<file path="config.mk">
export PLATFORM = sky130hd
export DESIGN_NAME = limb_multiplier
export DESIGN_NICKNAME = d
export VERILOG_FILES = /design/src/rtl/limb_mult_pkg.sv /design/src/rtl/mult_limb.sv /design/src/rtl/limb_multiplier.sv
export SDC_FILE = /design/constraint.sdc
export NUM_CORES = 2
export LEC_CHECK = 0
export ABC_AREA = 1
export CAP_MARGIN = 20
export CORE_MARGIN = 2
export CORE_UTILIZATION = 25
export CTS_BUF_LIST = sky130_fd_sc_hd__clkbuf_4
export CTS_CLUSTER_SIZE = 12
export DETAILED_ROUTE_END_ITERATION = 6
export DONT_BUFFER_PORTS = 1
export PLACE_DENSITY = 0.41
export SYNTH_ARGS = -nofsm -noshare
export SYNTH_HDL_FRONTEND = slang
export SYNTH_SLANG_ARGS = --single-unit
</file>
<file path="constraint.sdc">
create_clock -name CLK -period 28.4 [get_ports CLK]
set_clock_uncertainty 0.05 [all_clocks]
set_input_delay 4.26 -clock CLK [delete_from_list [all_inputs] [get_ports CLK]]
set_output_delay 4.26 -clock CLK [all_outputs]
set_load 0.05 [all_outputs]
</file>
<file path="src/rtl/limb_mult_pkg.sv">
// Shared types and default sizing for the limb-serial multiplier.
package limb_mult_pkg;

    typedef enum logic [1:0] {
        IDLE = 2'd0,
        MUL  = 2'd1,
        FIN  = 2'd2
    } state_t;

    localparam int DEF_WIDTH = 64;
    localparam int DEF_LIMB  = 16;

endpackage

</file>
<file path="src/rtl/mult_limb.sv">
// LIMB x LIMB unsigned multiplier; with LIMB_MULTIPLIER_PIPE_EN defined the
// product is registered, otherwise it is purely combinational.
module mult_limb #(
    parameter int LIMB = 16
) (
`ifdef LIMB_MULTIPLIER_PIPE_EN
    input  logic              clk_i,
    input  logic              rst_i,
`endif
    input  logic [LIMB-1:0]   a_i,
    input  logic [LIMB-1:0]   b_i,
    output logic [2*LIMB-1:0] p_o
);

    localparam int PW = 2 * LIMB;

`ifdef LIMB_MULTIPLIER_PIPE_EN
    always_ff @(posedge clk_i or posedge rst_i) begin
        if (rst_i) begin
            p_o <= '0;
        end else begin
            p_o <= PW'(a_i) * PW'(b_i);
        end
    end
`else
    assign p_o = PW'(a_i) * PW'(b_i);
`endif

endmodule

</file>
<file path="src/rtl/limb_multiplier.sv">
// Multi-cycle unsigned WIDTH x WIDTH multiplier, one limb product per cycle.
// Define LIMB_MULTIPLIER_PIPE_EN to register the limb product (one extra MUL cycle).
module limb_multiplier
    import limb_mult_pkg::*;
#(
    parameter int WIDTH = DEF_WIDTH,
    parameter int LIMB  = DEF_LIMB
) (
    input  logic               CLK,
    input  logic               RST,
    input  logic               START,
    input  logic [WIDTH-1:0]   A,
    input  logic [WIDTH-1:0]   B,
    output logic               BUSY,
    output logic               DONE,
    output logic [2*WIDTH-1:0] P,
    output state_t             DBG_STATE
);

    localparam int N  = WIDTH / LIMB;
    localparam int IW = $clog2(N);
    localparam int PW = 2 * WIDTH;
    localparam int SW = $clog2(PW);
    localparam logic [IW-1:0] LAST = IW'(N - 1);

    state_t            state_q;
    logic [WIDTH-1:0]  a_q, b_q;
    logic [PW-1:0]     acc_q, acc_d, p_q, prod_sh;
    logic [IW-1:0]     i_q, j_q;
    logic              done_q;
    logic [LIMB-1:0]   a_limb, b_limb;
    logic [2*LIMB-1:0] prod;
    logic [IW:0]       ij;
    logic [SW-1:0]     shamt;
    logic              add_en;
    logic              last_issue;

    assign a_limb     = a_q[i_q*LIMB +: LIMB];
    assign b_limb     = b_q[j_q*LIMB +: LIMB];
    assign last_issue = (i_q == LAST) && (j_q == LAST);

    mult_limb #(.LIMB(LIMB)) u_mult (
`ifdef LIMB_MULTIPLIER_PIPE_EN
        .clk_i (CLK),
        .rst_i (RST),
`endif
        .a_i   (a_limb),
        .b_i   (b_limb),
        .p_o   (prod)
    );

`ifdef LIMB_MULTIPLIER_PIPE_EN
    // The product lands one cycle after issue, so its limb indices trail too.
    logic [IW-1:0] ip_q, jp_q;
    logic          pv_q, drain_q;
    assign ij     = {1'b0, ip_q} + {1'b0, jp_q};
    assign add_en = pv_q;
`else
    assign ij     = {1'b0, i_q} + {1'b0, j_q};
    assign add_en = (state_q == MUL);
`endif

    assign shamt   = SW'(ij * LIMB);
    assign prod_sh = {{(PW - 2*LIMB){1'b0}}, prod} << shamt;

    always_comb begin
        acc_d = acc_q;
        if (add_en) begin
            acc_d = acc_q + prod_sh;
        end
    end

    always_ff @(posedge CLK or posedge RST) begin
        if (RST) begin
            state_q <= IDLE;
            a_q     <= '0;
            b_q     <= '0;
            acc_q   <= '0;
            p_q     <= '0;
            i_q     <= '0;
            j_q     <= '0;
            done_q  <= 1'b0;
`ifdef LIMB_MULTIPLIER_PIPE_EN
            ip_q    <= '0;
            jp_q    <= '0;
            pv_q    <= 1'b0;
            drain_q <= 1'b0;
`endif
        end else begin
            done_q <= 1'b0;
`ifdef LIMB_MULTIPLIER_PIPE_EN
            pv_q   <= 1'b0;
`endif
            case (state_q)
                IDLE: begin
                    if (START) begin
                        a_q     <= A;
                        b_q     <= B;
                        acc_q   <= '0;
                        i_q     <= '0;
                        j_q     <= '0;
                        state_q <= MUL;
`ifdef LIMB_MULTIPLIER_PIPE_EN
                        drain_q <= 1'b0;
`endif
                    end
                end
                MUL: begin
                    acc_q <= acc_d;
`ifdef LIMB_MULTIPLIER_PIPE_EN
                    if (drain_q) begin
                        state_q <= FIN;
                    end else begin
                        ip_q <= i_q;
                        jp_q <= j_q;
                        pv_q <= 1'b1;
                        if (last_issue) begin
                            drain_q <= 1'b1;
                        end else if (j_q == LAST) begin
                            j_q <= '0;
                            i_q <= i_q + 1'b1;
                        end else begin
                            j_q <= j_q + 1'b1;
                        end
                    end
`else
                    if (last_issue) begin
                        state_q <= FIN;
                    end else if (j_q == LAST) begin
                        j_q <= '0;
                        i_q <= i_q + 1'b1;
                    end else begin
                        j_q <= j_q + 1'b1;
                    end
`endif
                end
                FIN: begin
                    p_q     <= acc_q;
                    done_q  <= 1'b1;
                    state_q <= IDLE;
                end
                default: state_q <= IDLE;
            endcase
        end
    end

    assign BUSY      = (state_q != IDLE);
    assign DONE      = done_q;
    assign P         = p_q;
    assign DBG_STATE = state_q;

endmodule

</file>
### Word level (Yosys, flattened, before mapping)

Cells that the tools add are included.

| storage, ports and cells | value |
|---|---|
| memories kept | 0 |
| register bits after elaboration | 391 |
| word-level logic and storage cells | 46 |
| RAM bits | 0 |
| ROM bits | 0 |
| bits in latches | 0 |
| output and inout port bits | 132 |
| input port bits | 131 |

| operators by class | value |
|---|---|
| equal/unequal tests | 8 |
| reduce and logical (&&, ||, !) cells | 9 |
| multiply operators | 1 |
| shift-type cells | 3 |
| bitwise gates (word level) | 0 |
| $add $sub $neg | 4 |
| muxes and demuxes | 13 |
| div/mod/pow operators | 0 |
| magnitude comparators | 0 |

Operators by type and width:

| operator | count |
|---|---|
| one-hot mux 128 bit (2 select lines) | 1 |
| adder 128 bit | 1 |
| two-way mux 128 bit | 1 |
| variable part select 64 x 7 -> 16 bit | 2 |
| left shift 32 x 7 -> 128 bit | 1 |
| multiplier 16 x 16 -> 32 bit | 1 |
| two-way mux 2 bit | 7 |
| one-hot mux 2 bit (2 select lines) | 3 |
| == test 2 bit (second input constant) | 3 |
| AND reduction 2 bit | 3 |
| adder 2 x 1 -> 2 bit (second input constant) | 2 |
| inequality test 2 x 1 -> 1 bit (second input constant) | 2 |
| inequality test 2 bit (second input constant) | 2 |
| AND reduction 4 bit | 1 |
| nonzero test 2 bit | 2 |
| adder 2 x 2 -> 3 bit | 1 |
| AND reduction 3 bit | 1 |
| == test 2 x 1 -> 1 bit (second input constant) | 1 |
| zero test 2 bit | 1 |
| logical AND 1 bit | 1 |
| two-way mux 1 bit | 1 |

### Depth between registers and ports, before layout

| depth | value |
|---|---|
| depth in word-level cells | 5 |
| mapped depth | 51 |
| mapped depth without buffers | 50 |

### Modules after synthesis

Synthesis repeated with hierarchy kept, for this count alone.

| second synthesis, totals | value |
|---|---|
| cells, all modules | 6251 |
| area, all modules | 39953.3 µm² |

By module, submodules not included:

| module | instances | cells each | seq. area each (µm²) | area each (µm²) |
|---|---|---|---|---|
| limb_multiplier | 1 | 4882 | 9784.4 | 30449.2 |
| mult_limb | 1 | 1369 | 0.0 | 9504.1 |

### Worst setup path after synthesis

Ideal clock, no wire load.

| timing path | value |
|---|---|
| kind | register to register |
| start | reg i_q[1] |
| end | reg acc_q[118] |
| setup time | 0.117 ns |
| path buffers | 3 |
| arrival | 7.908 ns |
| clock period less this slack | 8.076 ns |
| required time | 28.233 ns |
| stages on the path, launching flop included | 48 |
| path slack | 20.324 ns |
| cell sequence | dfrtp_1 -> inv_1 -> buf_2 -> buf_1 -> a21oi_1 -> a32oi_1 -> clkbuf_1 -> nand2_1 -> fa_1 -> inv_1 -> fa_1 -> inv_1 -> fa_1 -> inv_1 -> fa_1 -> fa_1 -> inv_1 -> fa_1 -> [... 12 more ...] -> o21ai_1 -> nor2_1 -> ha_1 -> nand2_1 -> nor2_1 -> inv_1 -> nor2_1 -> inv_1 -> nor2_2 -> inv_1 -> nor3_1 -> nand2_1 -> nand2_1 -> nand2_1 -> nand2_1 -> nand2_1 -> nand3_1 -> nand2_1 |

| between the ends | value |
|---|---|
| longest elaborated chain between the ends | 5 |
| elaborated cells on any way between the ends | 6 |
| those cells by class | add/sub: 2; mul: 1; shift: 2; mux: 1 |

RTL lines:

| what | RTL line | text |
|---|---|---|
| start: declaration | limb_multiplier.sv:29 | `logic [IW-1:0] i_q, j_q;` |
| start signal: assignment | limb_multiplier.sv:131 | `i_q <= i_q + 1'b1;` |
| variable part select 64 x 7 -> 16 bit | limb_multiplier.sv:38 | `assign a_limb = a_q[i_q*LIMB +: LIMB];` |
| multiplier 16 x 16 -> 32 bit | mult_limb.sv:26 | `assign p_o = PW'(a_i) * PW'(b_i);` |
| left shift 32 x 7 -> 128 bit * | limb_multiplier.sv:64 | `assign prod_sh = {{(PW - 2*LIMB){1'b0}}, prod} << shamt;` |
| adder 128 bit * | limb_multiplier.sv:69 | `acc_d = acc_q + prod_sh;` |
| one-hot mux 128 bit (2 select lines) * | limb_multiplier.sv:94 | `case (state_q)` |
| end signal: assignment | limb_multiplier.sv:78 | `acc_q <= '0;` |
| end signal: assignment | limb_multiplier.sv:99 | `acc_q <= '0;` |
| end signal: assignment | limb_multiplier.sv:109 | `acc_q <= acc_d;` |
| end: declaration | limb_multiplier.sv:28 | `logic [PW-1:0] acc_q, acc_d, p_q, prod_sh;` |

Every way passes the cells marked *; elsewhere a longest branch is shown, timed or not.
A chain may end at the register's enable or synchronous reset.

### Worst setup path after layout

| timing path | value |
|---|---|
| start | reg i_q[1] |
| end | reg acc_q[44] |

The elaborated chain is that of the path after synthesis.

==> results.cfg <==
[synth]
syn_area_um2 = 36800
ys_seq_area_share_pct = 26.6
synthArstFlopShare_pct = 100
synth.distinct_cells = 48
synth_fp_nets = 6104
yosysWarnings = 0
yosys_register_bits = 391
syn_avg_cell_area_um2 = 6.65
synthCells = 5543
synth_edf_count = 0
synth-main-ff-cell = dfrtp_1

[sta]
hold_viol = 0
min_period_over_period_pct = 40.1
fmax_mhz = 87.7
finalMaxSlewViolations = 0
rsz0062_at_grt = no
fin_tns_setup_ps = 0
slew_headroom_pct = 22.2
tightest_slew_ps = 1160
final-setup-viol-count = 0
timing.final.crit_period_ps = 11400

[cts]
clock-root-buffer = clkbuf_4
clock-sinks = 391
cts_setup_buffers = 0
ctsLongestPathBuffers = 3
clock_latency_ps = 1140
cts_hold_buf = 0
cts_buffers = 118
cts-htree-levels = 3
path_clk_slew_ps = 70
cts_tree = yes
cts_resized = 0

[cells_and_area]
drive_above_1_share_pct = 5.90
layout_commonest_cell = nand2_1
mostFrequentLayoutCells = nand2_1, inv_1, nor2_1
fill_cells = 16500
finalNetCount = 6120
area_growth_syn_to_layout_pct = 10.0

[grt]
grt_pass1_vias = 37300
grt_pass1_wl_mm = 260
antenna_found_initial = 10
grt_max_degree = 99
track_usage_pct = 23.7
overflow = 0

[worst_setup_path]
arrival_ps = 12240
cp-start-kind = flop
crit_fanout = 32
reg2reg_setup_slack_ps = 17000
crit_buf_inv = 8
cpMostUsedCell = inv_1
cp_slowest_cell = a32oi_1
cpLargestDelayFamily = adder cells
worstSetupPathType = reg2reg
slowest_delay_ps = 880
crit_path_end_kind = flop
required_ps = 29240

[routing]
via_count = 36500
first_pass_iters = 7
drc_errors = 1
wirelength_mm = 180
via_per_inst = 4.82
drtIter0Drc = 2746
drt-wirelength-per-cell_um = 23.8
drtAntennaViolNets = 0

[placement]
dp_hpwl_mm = 151
gp_congestion = 0.999
portBuffers = 0

[status]
status = finished, violations left
violations = design-rule violations

[floorplan]
dieArea_um2 = 150000
rows = 140
dieHeight_um = 388
core_um2 = 146000
die_w_um = 388
initial_core_util_pct = 25.2
pin_count = 263

[hold_path]
holdCritPathClass = reg2reg

[job]
drv_cap = 0
[synthesized netlist by cell type, types with 19 or more instances]
master | count | share of area, %
nand2_1 | 1682 | 17
fa_1 | 196 | 11
a32oi_1 | 25 | 0.59
nand3b_1 | 27 | 0.55
nor2_1 | 715 | 7.3
o21ai_0 | 324 | 4.4
ha_1 | 234 | 7.9
a21oi_1 | 339 | 4.6
clkbuf_1 | 118 | 1.2
dfrtp_1 | 391 | 27
buf_2 | 20 | 0.27
nand3_1 | 177 | 2.4
inv_1 | 864 | 8.8
xnor2_1 | 19 | 0.45
o21ai_1 | 68 | 0.92
inv_2 | 26 | 0.26
nor3_1 | 38 | 0.52
nand4_1 | 33 | 0.56
o22ai_1 | 49 | 0.83
[metal layers]
metal	routed length [um]	vias up	track usage [%]
met5	28	-	0
met4	9170	4	10.9
met3	9600	312	3.45
met2	83500	1145	39.3
met1	78000	17600	30.5
li1	-	17500	-
[cell type report]
cell class	count	area [um^2]	area share [%]
inverter	901	3390	8.37
timing repair buffer	49	368	0.908
antenna	7	17.5	0.0432
tap	1917	2400	5.92
multi-input combinational	4098	23100	57.0
clock inverter	42	226	0.559
clock buffer	164	1230	3.04
sequential	391	9790	24.1
[through the flow]
step                      utilization, %  cell area, um^2  instances  setup WS, ps  hold slack (ps)
after floorplan                        -            36800       5543         13220              399
after detailed placement            26.8            39100       7356         17220              416
final                               27.8            40500       7569         17000              429
after global routing                27.8            40500       7568         16530              449
after global placement              26.8            39100       7356         17230              413
after CTS                           27.8            40500       7562         17010              433
[worst min-delay path, cell delays in order, from the launching register on]
cell and delay [ps]:
dfrtp_1 340, nand2_1 50, nand2_1 60
[flip-flops by register name, summed over array words and instances, names as in the netlist]
name       cells
j_q            2
a_q           64
DBG_STATE      2
P            128
b_q           64
DONE           1
i_q            2
acc_q        128
[logic make-up after synthesis]
logic type / after synthesis / share of synthesized area [%]
buffers and inverters: 1054 / 10.8
AND/OR/NAND/NOR: 2742 / 29.8
flip-flops: 391 / 26.6
AO/OA/AOI/OAI: 891 / 13.4
adder cells (fa/ha/maj): 430 / 18.6
XOR/XNOR: 35 / 0.832
[worst paths after layout]
path	startpoint	to	depth (start not counted)
max in group asynchronous	RST	b_q[10]$_DFFE_PP0P_	3
worst min-delay path	a_q[30]$_DFFE_PP0P_	a_q[30]$_DFFE_PP0P_	2
worst min register to register	a_q[30]$_DFFE_PP0P_	a_q[30]$_DFFE_PP0P_	2
worst max register to register	i_q[1]$_DFFE_PP0P_	acc_q[44]$_DFFE_PP0P_	36
worst max-delay path	i_q[1]$_DFFE_PP0P_	acc_q[44]$_DFFE_PP0P_	36
min in group asynchronous	RST	acc_q[65]$_DFFE_PP0P_	1
Power is left out: the tool's default activity adds up to more than one toggle a clock period on the data nets, which glitch-free logic cannot reach.
